===== config.mk =====
export PLATFORM = sky130hd
export DESIGN_NAME = conv_window_streamer_flat
export DESIGN_NICKNAME = d
export VERILOG_FILES = /design/src/rtl/cnn_pkg.sv /design/src/rtl/conv_window_streamer_if.sv /design/src/rtl/line_buffer.sv /design/src/rtl/conv_window_streamer.sv /design/src/flat_wrapper.sv
export SDC_FILE = /design/constraint.sdc
export NUM_CORES = 2
export LEC_CHECK = 0
export CORE_UTILIZATION = 45
export DETAILED_ROUTE_END_ITERATION = 7
export GPL_ROUTABILITY_DRIVEN = 0
export PLACE_DENSITY = 0.72
export SLEW_MARGIN = 20
export SYNTH_ARGS = -nofsm -noshare
export SYNTH_HDL_FRONTEND = slang
export SYNTH_HIERARCHICAL = 1
export SYNTH_SLANG_ARGS = --single-unit

===== constraint.sdc =====
create_clock -name clk -period 5.6 [get_ports clk]
set_clock_uncertainty 0.05 [all_clocks]
set_input_delay 1.12 -clock clk [delete_from_list [all_inputs] [get_ports clk]]
set_output_delay 1.12 -clock clk [all_outputs]
set_load 0.02 [all_outputs]

===== src/rtl/cnn_pkg.sv =====
// rtl/cnn_pkg.sv - shared constants for the convolution datapath
// Provides the pixel word width, the kernel size and the window slice index helper.
package cnn_pkg;

  localparam int DATA_W = 32;  // fp32 bit pattern, never interpreted
  localparam int K      = 3;   // kernel / window size

  // Flat index of window element (i = row offset, j = col offset) inside out_win.
  function automatic int win_idx(input int i, input int j);
    return K * i + j;
  endfunction

endpackage


===== src/rtl/conv_window_streamer_if.sv =====
// rtl/conv_window_streamer_if.sv - pixel-in / window-out handshake bundle
// Ports: in_valid/in_ready/in_data (pixel stream, raster order),
//        out_valid/out_ready/out_win/out_row/out_col/out_last (3x3 window stream).
// slave  : the streamer side (consumes pixels, produces windows)
// master : the environment side (produces pixels, consumes windows)
interface conv_window_streamer_if #(
  parameter int IMG_W  = 28,
  parameter int IMG_H  = 28,
  parameter int DATA_W = cnn_pkg::DATA_W
) ();

  logic                       in_valid;
  logic                       in_ready;
  logic [DATA_W-1:0]          in_data;
  logic                       out_valid;
  logic                       out_ready;
  logic [9*DATA_W-1:0]        out_win;
  logic [$clog2(IMG_H)-1:0]   out_row;
  logic [$clog2(IMG_W)-1:0]   out_col;
  logic                       out_last;

  modport slave (
    input  in_valid, in_data, out_ready,
    output in_ready, out_valid, out_win, out_row, out_col, out_last
  );

  modport master (
    output in_valid, in_data, out_ready,
    input  in_ready, out_valid, out_win, out_row, out_col, out_last
  );

endinterface


===== src/rtl/line_buffer.sv =====
// rtl/line_buffer.sv - one image row of pixel storage, read-before-write
// Ports: clk; we (write strobe); addr (column); wdata (word stored at addr);
//        rdata (word at addr before this cycle's write, combinational).
// Contents are not reset: the streamer masks stale rows with its row counter.
module line_buffer
  import cnn_pkg::*;
#(
  parameter int DEPTH = 28,
  parameter int WIDTH = DATA_W
) (
  input  logic                     clk,
  input  logic                     we,
  input  logic [$clog2(DEPTH)-1:0] addr,
  input  logic [WIDTH-1:0]         wdata,
  output logic [WIDTH-1:0]         rdata
);

  logic [WIDTH-1:0] mem [DEPTH];

  assign rdata = mem[addr];

  always_ff @(posedge clk) begin
    if (we) mem[addr] <= wdata;
  end

endmodule


===== src/rtl/conv_window_streamer.sv =====
// rtl/conv_window_streamer.sv - raster pixel stream to 3x3 valid-convolution windows
// Ports: clk, rst_n (async active-low);
//        bus (slave modport): pixel input handshake and window output handshake.
// Each accepted pixel shifts a new column {two rows up, one row up, pixel} into the
// window; once the pixel sits at row>=2, col>=2 the window is complete and is
// registered onto the output. There is no FSM: fill vs stream falls out of r/c.
module conv_window_streamer
  import cnn_pkg::*;
#(
  parameter int IMG_W = 28,
  parameter int IMG_H = 28
) (
  input logic                  clk,
  input logic                  rst_n,
  conv_window_streamer_if.slave bus
);

  localparam int CW = $clog2(IMG_W);
  localparam int RW = $clog2(IMG_H);

  logic [CW-1:0]                c;
  logic [RW-1:0]                r;
  logic                         acc;
  logic                         last_col;
  logic                         last_row;
  logic                         emit;
  logic [DATA_W-1:0]            lb0_rd;
  logic [DATA_W-1:0]            lb1_rd;
  logic [K*K-1:0][DATA_W-1:0]   win;
  logic [K*K-1:0][DATA_W-1:0]   win_shift;

  // A stalled window blocks input so it can never be overwritten.
  assign bus.in_ready = !bus.out_valid || bus.out_ready;
  assign acc          = bus.in_valid && bus.in_ready;
  assign last_col     = (c == CW'(IMG_W - 1));
  assign last_row     = (r == RW'(IMG_H - 1));
  assign emit         = acc && (r >= RW'(2)) && (c >= CW'(2));

  // lb0 holds the previous row, lb1 the row before it; lb1 is refilled from lb0's
  // old word at the same column so both rows move down together.
  line_buffer #(.DEPTH(IMG_W), .WIDTH(DATA_W)) u_lb0 (
    .clk   (clk),
    .we    (acc),
    .addr  (c),
    .wdata (bus.in_data),
    .rdata (lb0_rd)
  );

  line_buffer #(.DEPTH(IMG_W), .WIDTH(DATA_W)) u_lb1 (
    .clk   (clk),
    .we    (acc),
    .addr  (c),
    .wdata (lb0_rd),
    .rdata (lb1_rd)
  );

  always_comb begin
    win_shift = win;
    for (int i = 0; i < K; i++) begin
      for (int j = 0; j < K - 1; j++) begin
        win_shift[win_idx(i, j)] = win[win_idx(i, j + 1)];
      end
    end
    win_shift[win_idx(0, K - 1)] = lb1_rd;
    win_shift[win_idx(1, K - 1)] = lb0_rd;
    win_shift[win_idx(2, K - 1)] = bus.in_data;
  end

  always_ff @(posedge clk or negedge rst_n) begin
    if (!rst_n) begin
      r   <= '0;
      c   <= '0;
      win <= '0;
    end else if (acc) begin
      win <= win_shift;
      if (last_col) begin
        c <= '0;
        r <= last_row ? '0 : r + RW'(1);
      end else begin
        c <= c + CW'(1);
      end
    end
  end

  always_ff @(posedge clk or negedge rst_n) begin
    if (!rst_n) begin
      bus.out_valid <= 1'b0;
      bus.out_win   <= '0;
      bus.out_row   <= '0;
      bus.out_col   <= '0;
      bus.out_last  <= 1'b0;
    end else if (emit) begin
      bus.out_valid <= 1'b1;
      bus.out_win   <= win_shift;
      bus.out_row   <= r - RW'(2);
      bus.out_col   <= c - CW'(2);
      bus.out_last  <= last_row && last_col;
    end else if (bus.out_ready) begin
      bus.out_valid <= 1'b0;
    end
  end

endmodule


===== src/flat_wrapper.sv =====
// flat-port wrapper written by rule: the top's interface ports become plain ports
module conv_window_streamer_flat import cnn_pkg::*;
#(
  parameter int IMG_W = 28,
  parameter int IMG_H = 28
)
  (clk, rst_n, bus_in_valid, bus_in_data, bus_out_ready, bus_in_ready, bus_out_valid, bus_out_win, bus_out_row, bus_out_col, bus_out_last);
  conv_window_streamer_if #(.IMG_W(IMG_W), .IMG_H(IMG_H)) bus_i ();
  input logic clk;
  input logic rst_n;
  input wire logic [$bits(bus_i.in_valid)-1:0] bus_in_valid;
  input wire logic [$bits(bus_i.in_data)-1:0] bus_in_data;
  input wire logic [$bits(bus_i.out_ready)-1:0] bus_out_ready;
  output wire logic [$bits(bus_i.in_ready)-1:0] bus_in_ready;
  output wire logic [$bits(bus_i.out_valid)-1:0] bus_out_valid;
  output wire logic [$bits(bus_i.out_win)-1:0] bus_out_win;
  output wire logic [$bits(bus_i.out_row)-1:0] bus_out_row;
  output wire logic [$bits(bus_i.out_col)-1:0] bus_out_col;
  output wire logic [$bits(bus_i.out_last)-1:0] bus_out_last;
  assign bus_i.in_valid = bus_in_valid;
  assign bus_i.in_data = bus_in_data;
  assign bus_i.out_ready = bus_out_ready;
  assign bus_in_ready = bus_i.in_ready;
  assign bus_out_valid = bus_i.out_valid;
  assign bus_out_win = bus_i.out_win;
  assign bus_out_row = bus_i.out_row;
  assign bus_out_col = bus_i.out_col;
  assign bus_out_last = bus_i.out_last;
  conv_window_streamer #(.IMG_W(IMG_W), .IMG_H(IMG_H)) u_core (.clk(clk), .rst_n(rst_n), .bus(bus_i));
endmodule

# Word level (Yosys, flattened, before mapping)
# Memory sizes are Yosys's and may differ from the RTL's.
# Cells that the tools add are included.
[totals]
ff_bits = 502
latch_bits = 0
ram_bits = 1792
romBits = 0
input_bits = 36
output_inout_bits = 301
elab_cells = 37
n_memories = 2
[memory_table]
columns = ["name", "words", "word_bits", "read_ports", "rd_ports_with_merged_regs", "wr", "line", "text"]
rows = [
  ["u_core.u_lb0.mem", 28, 32, 1, 0, 1, "line_buffer.sv:18", "logic [WIDTH-1:0] mem [DEPTH];"],
  ["u_core.u_lb1.mem", 28, 32, 1, 0, 1, "line_buffer.sv:18", ""],
]
[classes]
add_sub_neg = 4
mul = 0
div_mod_pow = 0
n_lt_le_gt_ge = 2
eq_ne = 2
shift = 0
mux = 6
n_bitwise = 0
reduce_logical = 8
[op_table]
columns = ["cell", "count"]
rows = [
  ["adder 5 x 1 -> 5 bit (second input constant)", 2],
  ["equality test 5 bit (second input constant)", 2],
  [">= comparator 5 x 2 -> 1 bit (second input constant)", 2],
  ["two-way mux 5 bit", 2],
  ["subtractor 5 x 2 -> 5 bit (second input constant)", 2],
  ["logical AND 1 bit", 4],
  ["two-way mux 1 bit", 4],
  ["AND reduction 2 bit", 1],
  ["nonzero test 2 bit", 1],
  ["logical NOT 1 bit", 1],
  ["logical OR 1 bit", 1],
]

# Logic depth before layout (Yosys ltp)
[logic_depth]
depth_word = 6
mapped_depth = 10
depth_no_buf = 6

# Hierarchy
# The synthesis kept the hierarchy.
[modules_own_cells]
columns = ["module", "n_inst", "cells_each", "area_each_um2", "seq_area_each_um2"]
rows = [
  ["line_buffer", 2, 1682, 34398.0, 26905.8],
  ["conv_window_streamer", 1, 1529, 20011.7, 12562.0],
]

# Worst setup path before layout
# Ideal clock, no wire load.
[synth_timing]
path_type = "input port to flip-flop"
startpoint = "in bus_out_ready"
endpoint = "mem u_core/u_lb0/mem[0][0] (netlist bit), enable pin"
setup_ns = 0.461
arrival_time_ns = 5.064
required_time_ns = 5.089
slack_ns = 0.025
cell_stages = 8
n_path_buf = 3
path_cell_list = "nand2b_1 > nand2_1 > inv_1 > buf_2 > buf_1 > or3b_1 > clkbuf_1 > nor3_1"
[synth_between]
elab_chain_cells = 4
[synth_rtl]
columns = ["item", "line", "text"]
rows = [
  ["start: declaration", "flat_wrapper.sv:13", "input wire logic [$bits(bus_i.out_ready)-1:0] bus_out_ready;"],
  ["logical OR 1 bit", "conv_window_streamer.sv:33", "assign bus.in_ready = !bus.out_valid || bus.out_ready;"],
  ["logical AND 1 bit", "conv_window_streamer.sv:34", "assign acc = bus.in_valid && bus.in_ready;"],
  ["via u_core.acc", "conv_window_streamer.sv:23", "logic acc;"],
  ["two-way mux 1 bit", "line_buffer.sv:23", "if (we) mem[addr] <= wdata;"],
  ["two-way mux 1 bit (implied by the code)", "line_buffer.sv:23", ""],
  ["end: declaration", "line_buffer.sv:18", ""],
]
# The timed path passes the listed nets, and every way through them passes these cells.

# Final worst setup path
[layout_timing]
startpoint = "reg u_core.c[1]"
endpoint = "reg u_core.bus.out_win[164]"
[layout_between]
elab_cells_between_ends = 3
classes_between = "order compare (1); reduce/logical (1); memory (1)"
[layout_rtl]
columns = ["item", "line", "text"]
rows = [
  ["start: declaration", "conv_window_streamer.sv:21", "logic [CW-1:0] c;"],
  ["start signal: assignment", "conv_window_streamer.sv:80", "c <= c + CW'(1);"],
  ["memory read (28 x 32 bit)", "n/a", ""],
  ["via u_core.lb0_rd[4]", "conv_window_streamer.sv:27", "logic [DATA_W-1:0] lb0_rd;"],
  ["end signal: assignment", "conv_window_streamer.sv:94", "bus.out_win <= win_shift;"],
  ["end: declaration", "conv_window_streamer_if.sv:24", "output in_ready, out_valid, out_win, out_row, out_col, out_last"],
]
# The timed path passes the listed nets, and every way through them passes these cells.
# A chain may end at the register's enable or synchronous reset.

==> results by group <==
Placed design
  – Dpl hpwl: 134 mm
  – # port buffers: around 340
  – Place WS: 1.08 ns

Timing
  – Fin crit period: 4.16 ns
  – Fmax: 240 MHz
  – Worst Tran Pin Value: 1.07 ns
  – Tcrit/Tclk final: roughly 74%
  – Final Hold Viols: 0
  – Post-route setup slack: between 1 and 1.5 ns
  – Setup_tns: 0 ns
  – Max-slew violations: 0
  – Unrepaired setup endpoints after global routing: no
  – Final setup fails: 0
  – Slew Limit Headroom: 28.4%

Pwr
  – Pwr dens: 502 mW/mm²
  – Pleak: 38.0 nW
  – Switching Fraction: 32.2%
  – Clock share of power: 28.8%
  – Total internal power: 35.0 mW
  – Seq pwr share: between 40% and 50%
  – Power share of the combinational group: about a quarter
  – P_sw: 16.6 mW
  – Max VDD drop: 0.466 mV

Clock network
  – Clock slew at reported path FFs: 0.06 ns
  – CTS tree: built
  – Hold Buf Count CTS: 0
  – Post_cts resized: 0
  – Clock Tree Buf Depth: 3
  – H-Tree Depth: 4
  – CTS sink cnt: 2294
  – CTS Root Cell: clkbuf_16
  – Setup Buffers After CTS: 0
  – Clk Latency, worst-skew pair: ~0.86 ns
  – Cts bufs inserted: between 200 and 250

Cells and area
  – Share of layout cells above drive strength 1: 19.8%
  – Final #Nets: 5415
  – Most common cell after layout, fill and taps aside: edfxtp_1
  – Most frequent cells in the layout: 1792 x edfxtp_1, 642 x nand2_1, 542 x mux2i_1
  – Synthesis-to-layout area growth: 16.0%

Worst setup path
  – Startpoint Class: flop
  – Flop2flop setup slack: 1.44 ns
  – RR Startpoint: u_core/c[1]
  – Worst setup EP type: flop
  – Critical Path RT: 6.27 ns
  – Crit Path Max Fanout: 53
  – Worst EP arrival: 4.83 ns
  – Worst flop-to-flop path endpoint: u_core/bus.out_win[164]
  – Reg2reg path depth: 7
  – Crit path kind: reg -> reg

Global routing
  – Met1 usage in global routing: 27.7%
  – Gr busiest metal: met2
  – Global Route met2 Usage: 36.9%
  – Vias in the first global route: around 47k
  – GRT Total Usage: 21.7%
  – Grt total ovfl: 0
  – Initial antenna violation count: 5
  – First-pass GRT wire length: 317 mm
  – Largest net degree at the start of global routing: 147
  – Global Route met3 Usage: 3.09%

Synth
  – Synth Area in Compound Gates: 3.07%
  – Syn Inst Count: 4893
  – Post-Synth Simple-Gate Area: between 4 and 5%
  – Async SR Flop Fraction: around 22%
  – Synth warnings: 6
  – Mapped Area: slightly below 0.09 mm²
  – Post-synth top flop: edfxtp_1
  – Adder-Cell Fraction of Synth Area: 0.113%
  – Post-synth EDFFs: between 1.5k and 2k
  – Share of the yosys chip area belonging to registers: 74.7%
  – Largest family of logic cells by synthesized area: multiplexers
  – FF+latch count, synth: 2294
  – Syn Area/Cell: between 15 and 20 µm²
  – Post-Syn Nets: between 4k and 5k
  – Multiplexer share of the synthesized area: between 10% and 20%
  – XOR/XNOR share of the synthesized area: 0.0394%
  – Yosys cell types: 64

Floorplanning
  – Die Wd: around 450 µm
  – Cell Rows: 162
  – Die Area: approximately 0.2 mm²
  – CORE AREA: 0.195 mm²
  – Initial Utilization: 45.4%
  – # IOs: 337
  – Die height: roughly 450 µm

Flow run
  – Max-Cap Viols: 0

Route
  – Via count: 46.0k
  – Residual DRC: 0
  – Average via count per standard cell: approximately 5.6
  – Final ANT Viol Nets: 0
  – First-iteration detailed-routing DRC count: 4486
  – DR WL/cell: approximately 27 µm
  – Post-Route WL: 217 mm
  – DR pass1 iterations: 5

Status
  – Status: finished, final reports clean

Hold path
  – Min-Delay Path Class: in -> async
state kept, by name, indices dropped and copies added, names as in the netlist:
signal	flops
u_core/bus.out_col	5
u_core/bus.out_last	1
u_core/bus.out_row	5
u_core/bus.out_valid	1
u_core/bus.out_win	288
u_core/c	5
u_core/r	5
u_core/u_lb0/mem	896
u_core/u_lb1/mem	896
u_core/win	192
logic make-up after synthesis:
group / after synthesis
flip-flops: 2294
adder cells (fa/ha/maj): 8
AND/OR/NAND/NOR: 857
multiplexers: 1042
AO/OA/AOI/OAI: 406
buffers and inverters: 282
XOR/XNOR: 4
metal layers:
layer	part of all wire, %	up-vias
met3	6.7	399
met5	0.0060	-
li1	-	19900
met1	38	23900
met2	51	1854
met4	4.6	2
critical path: stages, from the launching register on:
cell and delay [ns]:
dfrtp_4 1.08, buf_4 0.72, mux2i_1 0.28, o22ai_1 0.11, a211oi_1 0.79, o211ai_1 0.24
buf_4 0.34, mux2_4 0.32
Yosys cell counts, types with 3 or more instances:
| cell | number | area share (%) |
|---|---|---|
| nor3_1 | 26 | 0.15 |
| nor2_1 | 49 | 0.21 |
| buf_6 | 15 | 0.19 |
| mux2_4 | 199 | 3.4 |
| inv_1 | 10 | 0.042 |
| buf_4 | 34 | 0.29 |
| a211oi_1 | 54 | 0.46 |
| ha_1 | 8 | 0.11 |
| and3_1 | 8 | 0.056 |
| nand3_1 | 62 | 0.35 |
| nor4b_1 | 4 | 0.039 |
| o22ai_1 | 122 | 0.86 |
| nor2b_1 | 14 | 0.099 |
| a22oi_1 | 64 | 0.54 |
| buf_2 | 133 | 0.75 |
| buf_1 | 10 | 0.042 |
| dfrtp_1 | 502 | 14 |
| nand2b_1 | 3 | 0.021 |
| or3_1 | 3 | 0.021 |
| buf_12 | 21 | 0.47 |
| mux4_2 | 206 | 5.2 |
| a21o_1 | 3 | 0.025 |
| nand4_1 | 3 | 0.021 |
| nand2_1 | 643 | 2.7 |
| or2_2 | 4 | 0.028 |
| mux2_2 | 95 | 1.2 |
| mux2i_1 | 542 | 6.1 |
| a21oi_1 | 64 | 0.36 |
| clkbuf_1 | 56 | 0.24 |
| nand3b_1 | 6 | 0.051 |
| o21ai_0 | 24 | 0.14 |
| o211ai_1 | 62 | 0.52 |
| edfxtp_1 | 1792 | 61 |
final cells by class:
type                    count  area (µm²)
multi-input cells        2317       21000
clock buffers             287        5870
clock inverters           118        1370
inverters                  13        56.3
flip-flops and latches   2294       66400
repair buffers            527        4970
well taps                2624        3280
diodes                      2        5.00
fillers                 15100       92400
worst max path at each step:
stage | startpoint | to | cells after the start
6_report | u_core/c[1] | u_core/bus.out_win[164] | 7
5_1_grt | u_core/c[1] | u_core/bus.out_win[164] | 7
4_1_cts | u_core/c[1] | u_core/bus.out_win[164] | 7
3_5_place_dp | bus_out_ready | u_core/u_lb1/mem[18][6] | 7
3_3_place_gp | bus_out_ready | u_core/u_lb1/mem[18][3] | 7
2_1_floorplan | bus_out_ready | u_core/u_lb0/mem[0][0] | 8
per-stage QoR:
step	std cells	utilization (%)	cell area, µm²	power (mW)	hold WS (ns)
after CTS	8180	52.7	103000	51.9	0.166
after floorplan	4893	-	88800	30.8	0.390
after global placement	7775	49.0	95700	36.8	0.402
after detailed placement	7775	49.0	95700	37.1	0.409
after global routing	8180	52.7	103000	53.4	0.209
final	8182	52.7	103000	51.7	0.185
power by group through the flow:
stage	registers [mW]	logic, mW	clock network [mW]
finish	23.1	13.7	14.9
global placement	23.4	13.4	0
CTS	23.1	13.7	15.1
detailed placement	23.5	13.7	0
global route	23.3	14.4	15.7
floorplan	23.5	7.30	0
No activity file was read; power rests on OpenSTA's default activity.
